### config.mk
export PLATFORM = sky130hd
export DESIGN_NAME = accum_key_arbiter
export DESIGN_NICKNAME = d
export VERILOG_FILES = /design/src/rtl/accum_pkg.sv /design/src/rtl/key_debounce.sv /design/src/rtl/accum_key_arbiter.sv
export SDC_FILE = /design/constraint.sdc
export NUM_CORES = 1
export LEC_CHECK = 0
export BUFFER_PORTS_ARGS = -buffer_cell sky130_fd_sc_hd__buf_4
export CORE_MARGIN = 2
export CORE_UTILIZATION = 55
export CTS_CLUSTER_DIAMETER = 80
export DETAILED_ROUTE_END_ITERATION = 8
export PLACE_DENSITY_LB_ADDON = 0.15
export SYNTH_ARGS = -nofsm -noshare
export SYNTH_HDL_FRONTEND = slang
export SYNTH_HIERARCHICAL = 1
export SYNTH_SLANG_ARGS = --single-unit
### constraint.sdc
create_clock -name clk_clk -period 5.2 [get_ports clk_clk]
set_clock_uncertainty 0.1 [all_clocks]
set_input_delay 1.04 -clock clk_clk [delete_from_list [all_inputs] [get_ports clk_clk]]
set_output_delay 1.04 -clock clk_clk [all_outputs]
set_load 0.03 [all_outputs]
### src/rtl/accum_pkg.sv
// Shared definitions for the LED accumulator: register map, STATUS bit positions, grant codes.
// No logic; constants and types only.
// No flow control of its own.
package accum_pkg;

  // Avalon word addresses
  localparam logic [1:0] ADDR_ACC    = 2'd0;
  localparam logic [1:0] ADDR_ADD    = 2'd1;
  localparam logic [1:0] ADDR_STATUS = 2'd2;
  localparam logic [1:0] ADDR_EVCNT  = 2'd3;

  // STATUS register bit positions
  localparam int STAT_OVF  = 0;
  localparam int STAT_DROP = 1;
  localparam int STAT_PEND = 2;
  localparam int STAT_IE   = 3;

  // Winner of the per-cycle accumulator update arbitration
  typedef enum logic [1:0] {
    GNT_NONE,
    GNT_CLR,
    GNT_CPU,
    GNT_KEY
  } gnt_e;

endpackage

### src/rtl/key_debounce.sv
// Key debouncer: 2-FF synchronizer, stable-sample counter, accepted level; one-cycle press pulse on 1->0.
// Latency: 2 sync cycles + DEBOUNCE_CYCLES stable samples + 1 registered pulse cycle.
// No backpressure: the press pulse is emitted once and never held.
module key_debounce #(
  parameter int DEBOUNCE_CYCLES = 500000
) (
  input  logic clk,
  input  logic rst_n,
  input  logic key_n,
  output logic press
);

  localparam int               CNT_W    = $clog2(DEBOUNCE_CYCLES + 1);
  localparam logic [CNT_W-1:0] CNT_LAST = CNT_W'(DEBOUNCE_CYCLES - 1);

  logic             sync1_q, sync2_q;
  logic             level_q, level_d;
  logic [CNT_W-1:0] cnt_q, cnt_d;
  logic             press_q, press_d;

  // Bring the asynchronous key pin into the clock domain; idles at "released".
  always_ff @(posedge clk or negedge rst_n) begin
    if (!rst_n) begin
      sync1_q <= 1'b1;
      sync2_q <= 1'b1;
    end else begin
      sync1_q <= key_n;
      sync2_q <= sync1_q;
    end
  end

  // Count consecutive samples disagreeing with the accepted level; the last one flips it.
  // The count never passes CNT_LAST, since reaching it either flips or restarts.
  always_comb begin
    level_d = level_q;
    cnt_d   = cnt_q;
    press_d = 1'b0;
    if (sync2_q == level_q) begin
      cnt_d = '0;
    end else if (cnt_q == CNT_LAST) begin
      level_d = sync2_q;
      cnt_d   = '0;
      press_d = level_q;  // old level high means the key just went down
    end else begin
      cnt_d = cnt_q + 1'b1;
    end
  end

  // Debounce state; reset lands in "released" with no pulse.
  always_ff @(posedge clk or negedge rst_n) begin
    if (!rst_n) begin
      level_q <= 1'b1;
      cnt_q   <= '0;
      press_q <= 1'b0;
    end else begin
      level_q <= level_d;
      cnt_q   <= cnt_d;
      press_q <= press_d;
    end
  end

  assign press = press_q;

endmodule

### src/rtl/accum_key_arbiter.sv
// LED accumulator shared by the debounced keys and an Avalon-MM CPU port (ACCUM_IRQ_EN enables irq/IE).
// Latency: updates land one cycle after grant; reads return one cycle after avs_read.
// Backpressure: avs_waitrequest only when a CPU ACC/ADD write meets a clear event; key adds hold 1 deep.
module accum_key_arbiter
  import accum_pkg::*;
#(
  parameter int DATA_W          = 8,
  parameter int DEBOUNCE_CYCLES = 500000,
  parameter int EVCNT_W         = 16
) (
  input  logic              clk_clk,
  input  logic              reset_reset_n,
  input  logic              accumulate_export,
  input  logic              reset_accumulate_export,
  input  logic [DATA_W-1:0] sw_export,
  input  logic [1:0]        avs_address,
  input  logic              avs_read,
  input  logic              avs_write,
  input  logic [31:0]       avs_writedata,
  output logic [31:0]       avs_readdata,
  output logic              avs_waitrequest,
  output logic [DATA_W-1:0] led_export,
  output logic              irq
);

  logic               acc_press, clr_press;
  logic [DATA_W-1:0]  acc_q, acc_d;
  logic               ovf_q, ovf_d, drop_q, drop_d, pend_q, pend_d;
  logic               ie_q, ie_d, irq_q, irq_d;
  logic [EVCNT_W-1:0] evcnt_q, evcnt_d;
  logic [31:0]        rdata_q, rdata_d;
  logic [31:0]        status_word;
  logic [DATA_W-1:0]  addend;
  logic [DATA_W:0]    sum;
  logic               cpu_acc_wr, status_wr, set_ovf, set_drop;
  gnt_e               gnt;
  logic               unused_wdata;

  assign unused_wdata = ^avs_writedata[31:DATA_W];

  key_debounce #(.DEBOUNCE_CYCLES(DEBOUNCE_CYCLES)) u_acc_key (
    .clk   (clk_clk),
    .rst_n (reset_reset_n),
    .key_n (accumulate_export),
    .press (acc_press)
  );

  key_debounce #(.DEBOUNCE_CYCLES(DEBOUNCE_CYCLES)) u_clr_key (
    .clk   (clk_clk),
    .rst_n (reset_reset_n),
    .key_n (reset_accumulate_export),
    .press (clr_press)
  );

  // Pick the single accumulator writer for this cycle: clear, then CPU, then key.
  always_comb begin
    cpu_acc_wr = avs_write && ((avs_address == ADDR_ACC) || (avs_address == ADDR_ADD));
    status_wr  = avs_write && (avs_address == ADDR_STATUS);
    if (clr_press)                gnt = GNT_CLR;
    else if (cpu_acc_wr)          gnt = GNT_CPU;
    else if (pend_q || acc_press) gnt = GNT_KEY;
    else                          gnt = GNT_NONE;
  end

  // A CPU accumulator write that loses to a clear is stalled; the master retries it next cycle.
  assign avs_waitrequest = clr_press & cpu_acc_wr;

  // Apply the granted update and maintain pending/drop/overflow/event bookkeeping.
  always_comb begin
    acc_d    = acc_q;
    pend_d   = pend_q;
    evcnt_d  = evcnt_q;
    ovf_d    = ovf_q;
    drop_d   = drop_q;
    set_ovf  = 1'b0;
    set_drop = 1'b0;
    addend   = (gnt == GNT_KEY) ? sw_export : avs_writedata[DATA_W-1:0];
    sum      = {1'b0, acc_q} + {1'b0, addend};
`ifdef ACCUM_IRQ_EN
    ie_d     = ie_q;
    irq_d    = ovf_q & ie_q;
`else
    ie_d     = 1'b0;
    irq_d    = 1'b0;
`endif
    case (gnt)
      // A clear also throws away a held key add and any key press landing with it.
      GNT_CLR: begin
        acc_d  = '0;
        pend_d = 1'b0;
      end
      GNT_CPU: begin
        if (avs_address == ADDR_ACC) begin
          acc_d = avs_writedata[DATA_W-1:0];
        end else begin
          acc_d   = sum[DATA_W-1:0];
          set_ovf = sum[DATA_W];
        end
        if (acc_press) begin
          set_drop = pend_q;
          pend_d   = 1'b1;
        end
      end
      // The held press is served first; a new press arriving alongside it is lost.
      GNT_KEY: begin
        acc_d    = sum[DATA_W-1:0];
        set_ovf  = sum[DATA_W];
        set_drop = pend_q & acc_press;
        pend_d   = 1'b0;
        evcnt_d  = evcnt_q + 1'b1;
      end
      default: ;
    endcase
    if (status_wr) begin
      if (avs_writedata[STAT_OVF])  ovf_d  = 1'b0;
      if (avs_writedata[STAT_DROP]) drop_d = 1'b0;
`ifdef ACCUM_IRQ_EN
      ie_d = avs_writedata[STAT_IE];
`endif
    end
    // New events beat a same-cycle write-1-clear.
    if (set_ovf)  ovf_d  = 1'b1;
    if (set_drop) drop_d = 1'b1;
  end

  // Read mux sees pre-update state; readdata holds between reads.
  always_comb begin
    status_word            = '0;
    status_word[STAT_OVF]  = ovf_q;
    status_word[STAT_DROP] = drop_q;
    status_word[STAT_PEND] = pend_q;
    status_word[STAT_IE]   = ie_q;
    rdata_d                = rdata_q;
    if (avs_read) begin
      case (avs_address)
        ADDR_ACC:    rdata_d = 32'(acc_q);
        ADDR_STATUS: rdata_d = status_word;
        ADDR_EVCNT:  rdata_d = 32'(evcnt_q);
        default:     rdata_d = '0;
      endcase
    end
  end

  // Register file and accumulator state.
  always_ff @(posedge clk_clk or negedge reset_reset_n) begin
    if (!reset_reset_n) begin
      acc_q   <= '0;
      pend_q  <= 1'b0;
      evcnt_q <= '0;
      ovf_q   <= 1'b0;
      drop_q  <= 1'b0;
      ie_q    <= 1'b0;
      irq_q   <= 1'b0;
      rdata_q <= '0;
    end else begin
      acc_q   <= acc_d;
      pend_q  <= pend_d;
      evcnt_q <= evcnt_d;
      ovf_q   <= ovf_d;
      drop_q  <= drop_d;
      ie_q    <= ie_d;
      irq_q   <= irq_d;
      rdata_q <= rdata_d;
    end
  end

  assign led_export   = acc_q;
  assign avs_readdata = rdata_q;
  assign irq          = irq_q;

endmodule

==> impl_metrics.toml <==
[worst_setup_path]
required_ns = 5.34
cp_data_arrival_time_ns = 3.37
worstSetupPathType = "in -> reg"
r2r-start = "u_clr_key/press"
ff2ff_path_depth = 10
rrSetupSlack_ns = 2.35
critPathMaxFanout = 6
setup.worst_path.end_class = "flop"
worstReg2RegEnd = "ovf_q"
worst_setup_path_start_kind = "primary input"

[drt]
num_vias = 3572
drt_pre_antenna_iters = 5
ant_nets = 0
post_drt_via_cell_ratio = 5.661
drtIter0Drc = 127
wl_per_cell_um = 14.50
drc = 0
drt-total-wl_um = 9147

[sta]
min_period_ns = 3.235
maxSlewViolCount = 0
fin_ws_ns = 1.965
min_period_over_period = 0.6222
setup_viol = 0
max_freq_mhz = 309.1
tightest_slew_ns = 0.9063
hold_violations = 0
relSlewSlack = 0.3908
grt_setup_unrepaired = "no"
setup_tns_ns = 0

[min_path]
min_path_type = "reg -> reg"
hold_start = "u_acc_key/sync1_q"
min_path_cells = 0
holdPathEnd = "u_acc_key/sync2_q"

[grt]
antenna_found_initial = 0
grt_max_degree = 47
overflow = 0
grt_usage = 0.2019
grt_pass1_vias = 3434
grt_pass1_wl_um = 15950

[logic_synthesis]
synth_common_cells = "dfrtp_1 (83), nor2_1 (59), xnor2_1 (31)"
synth_top_area_cell = "dfrtp_1"
yosysTopAreaCellShare = 0.4388
netlist_instances = 476
synth_edf_count = 0
synth_area_per_cell_um2 = 9.944
synth.most_common_cell = "dfrtp_1"
synth-seq-cells = 89
syn_area_mm2 = 0.004733
async_flop_share = 1.000
ys_types = 49
synthFlopType = "dfrtp_1"
ys_seq_area_frac = 0.4721
yosys_warnings = 6
synth_area_leaders = "dfrtp_1 (44%), xnor2_1 (5.7%), nor2_1 (4.7%), xor2_1 (3.5%), dfstp_2 (3.3%)"

[cells_and_area]
drive_gt1_frac = 0.1977
multiInputGateArea_mm2 = 0.002290
area_growth_pct = 12.00
layout.nets = 581
antenna_cells = 0
utilization = 0.6388
stdcell_count = 631
final_cell_area_mm2 = 0.005301
register_area_mm2 = 0.002235
nFillCells = 665

[pwr]
p_per_area_mw_per_mm2 = 307.6
static-leakage-power_nw = 2.282
peakVddDrop_mv = 0.1766

[floorplanning]
die_h_um = 96.77
row_count = 33
die_w_um = 96.77
die_area_mm2 = 0.009364
coreArea_mm2 = 0.008299
initial_utilization = 0.5703
ios = 90

[placement]
place_congestion = 0.9302
portBuffers = 48
dp_slack_ns = 1.658
dpl_cell_area_mm2 = 0.005106
dp_hpwl_um = 6460
post-place-cells = 615

[run_status]
outcome = "finished, final reports clean"

[clock_network]
htreeDepth = 3
tritoncts = "done"
clock_latency_ns = 0.36
cts_setup_buffers = 0
holdBufCountCts = 0
cts_buffers = 9
cts-root-buf = "clkbuf_8"
clkTransAtPathRegs_ns = 0.09
cts.sinks = 89
clockBufferDepth = 2
cts_resized = 0

[run]
cap_viol_max_count = 0
-- kinds of logic (layout without fill, tap and decap cells) --
logic type,count (synthesis),in the layout,synth area share
flops,89,89,0.4721
other cells,1,17,0.0007923
fa+ha+maj,12,12,0.03331
compound gates,67,67,0.09543
mux,14,14,0.03331
simple gates,191,191,0.2157
buf+inv,52,86,0.05683
xor+xnor,50,50,0.09252
-- sequential cells by signal, summed over array words and instances (netlist names) --
signal	count
u_acc_key/cnt_q	19
u_clr_key/cnt_q	19
avs_readdata	16
evcnt_q	16
led_export	8
drop_q	1
ovf_q	1
pend_q	1
u_acc_key/level_q	1
u_acc_key/press	1
u_acc_key/sync1_q	1
u_acc_key/sync2_q	1
u_clr_key/level_q	1
u_clr_key/press	1
u_clr_key/sync1_q	1
u_clr_key/sync2_q	1
-- placed cells by master, fill, tap and decap left out, types with 3 or more instances in the layout --
master and instances:
nor4_1 7, o31ai_1 3, conb_1 17, nand2_1 24
dfstp_2 6, buf_4 50, nor2_1 59, xor2_1 19
a21oi_1 14, a22oi_1 16, dfrtp_1 83, nand4_2 3
xnor2_1 31, inv_1 20, mux2_2 14, o21ai_0 21
and2_1 5, ha_1 11, nand4_1 21, clkbuf_8 9
nand3_1 25, nor3_1 17, nor4b_1 4, and3_1 5
inv_6 3
-- layout make-up --
cell class | instances | area share
Clock buffer | 9 | 0.02337
Timing Repair Buffer | 50 | 0.07080
Multi-Input combinational cell | 351 | 0.4319
Tap cell | 105 | 0.02478
Sequential cell | 89 | 0.4215
Clock inverter | 7 | 0.01345
Inverter | 20 | 0.01416
-- where the power goes --
part	switching (mW)	internal [mW]	total [mW]
clock network	0.275	0.188	0.463
registers	0.0509	0.736	0.787
logic	0.228	0.153	0.381
total	0.554	1.08	1.63
-- layer usage --
metal	routed length (µm)	part of all wire	global-route usage	vias up
met5	0	0	0	-
met4	84	0.0092	0.06609	0
met3	340	0.037	0.03396	11
met2	4460	0.49	0.3216	92
met1	4261	0.47	0.2837	1732
li1	-	-	-	1737
-- how the worst max path moves through the flow --
| stage | depth (start not counted) | start | endpoint |
|---|---|---|---|
| 2_1_floorplan | 13 | avs_address[1] | ovf_q |
| 3_3_place_gp | 12 | avs_write | ovf_q |
| 3_5_place_dp | 12 | avs_write | ovf_q |
| 4_1_cts | 12 | avs_write | ovf_q |
| 5_1_grt | 12 | avs_write | ovf_q |
| 6_report | 12 | avs_write | ovf_q |
-- stage by stage --
step	hold WS (ns)	total power, mW
after floorplan	0.2452	1.059
after detailed placement	0.2472	1.181
final	0.2596	1.631
after CTS	0.2603	1.647
after global placement	0.2467	1.172
after global routing	0.2587	1.716
-- critical path, stage by stage --
cell and delay (ns):
buf_4 0.13, nor2b_2 0.18, nor3_4 0.27, mux2_2 0.38
ha_1 0.22, inv_1 0.08, fa_1 0.21, nor2b_1 0.07
o31ai_1 0.35, a211oi_1 0.16, o21ai_0 0.19, a21oi_1 0.09
(Power assumes the default switching activity.)
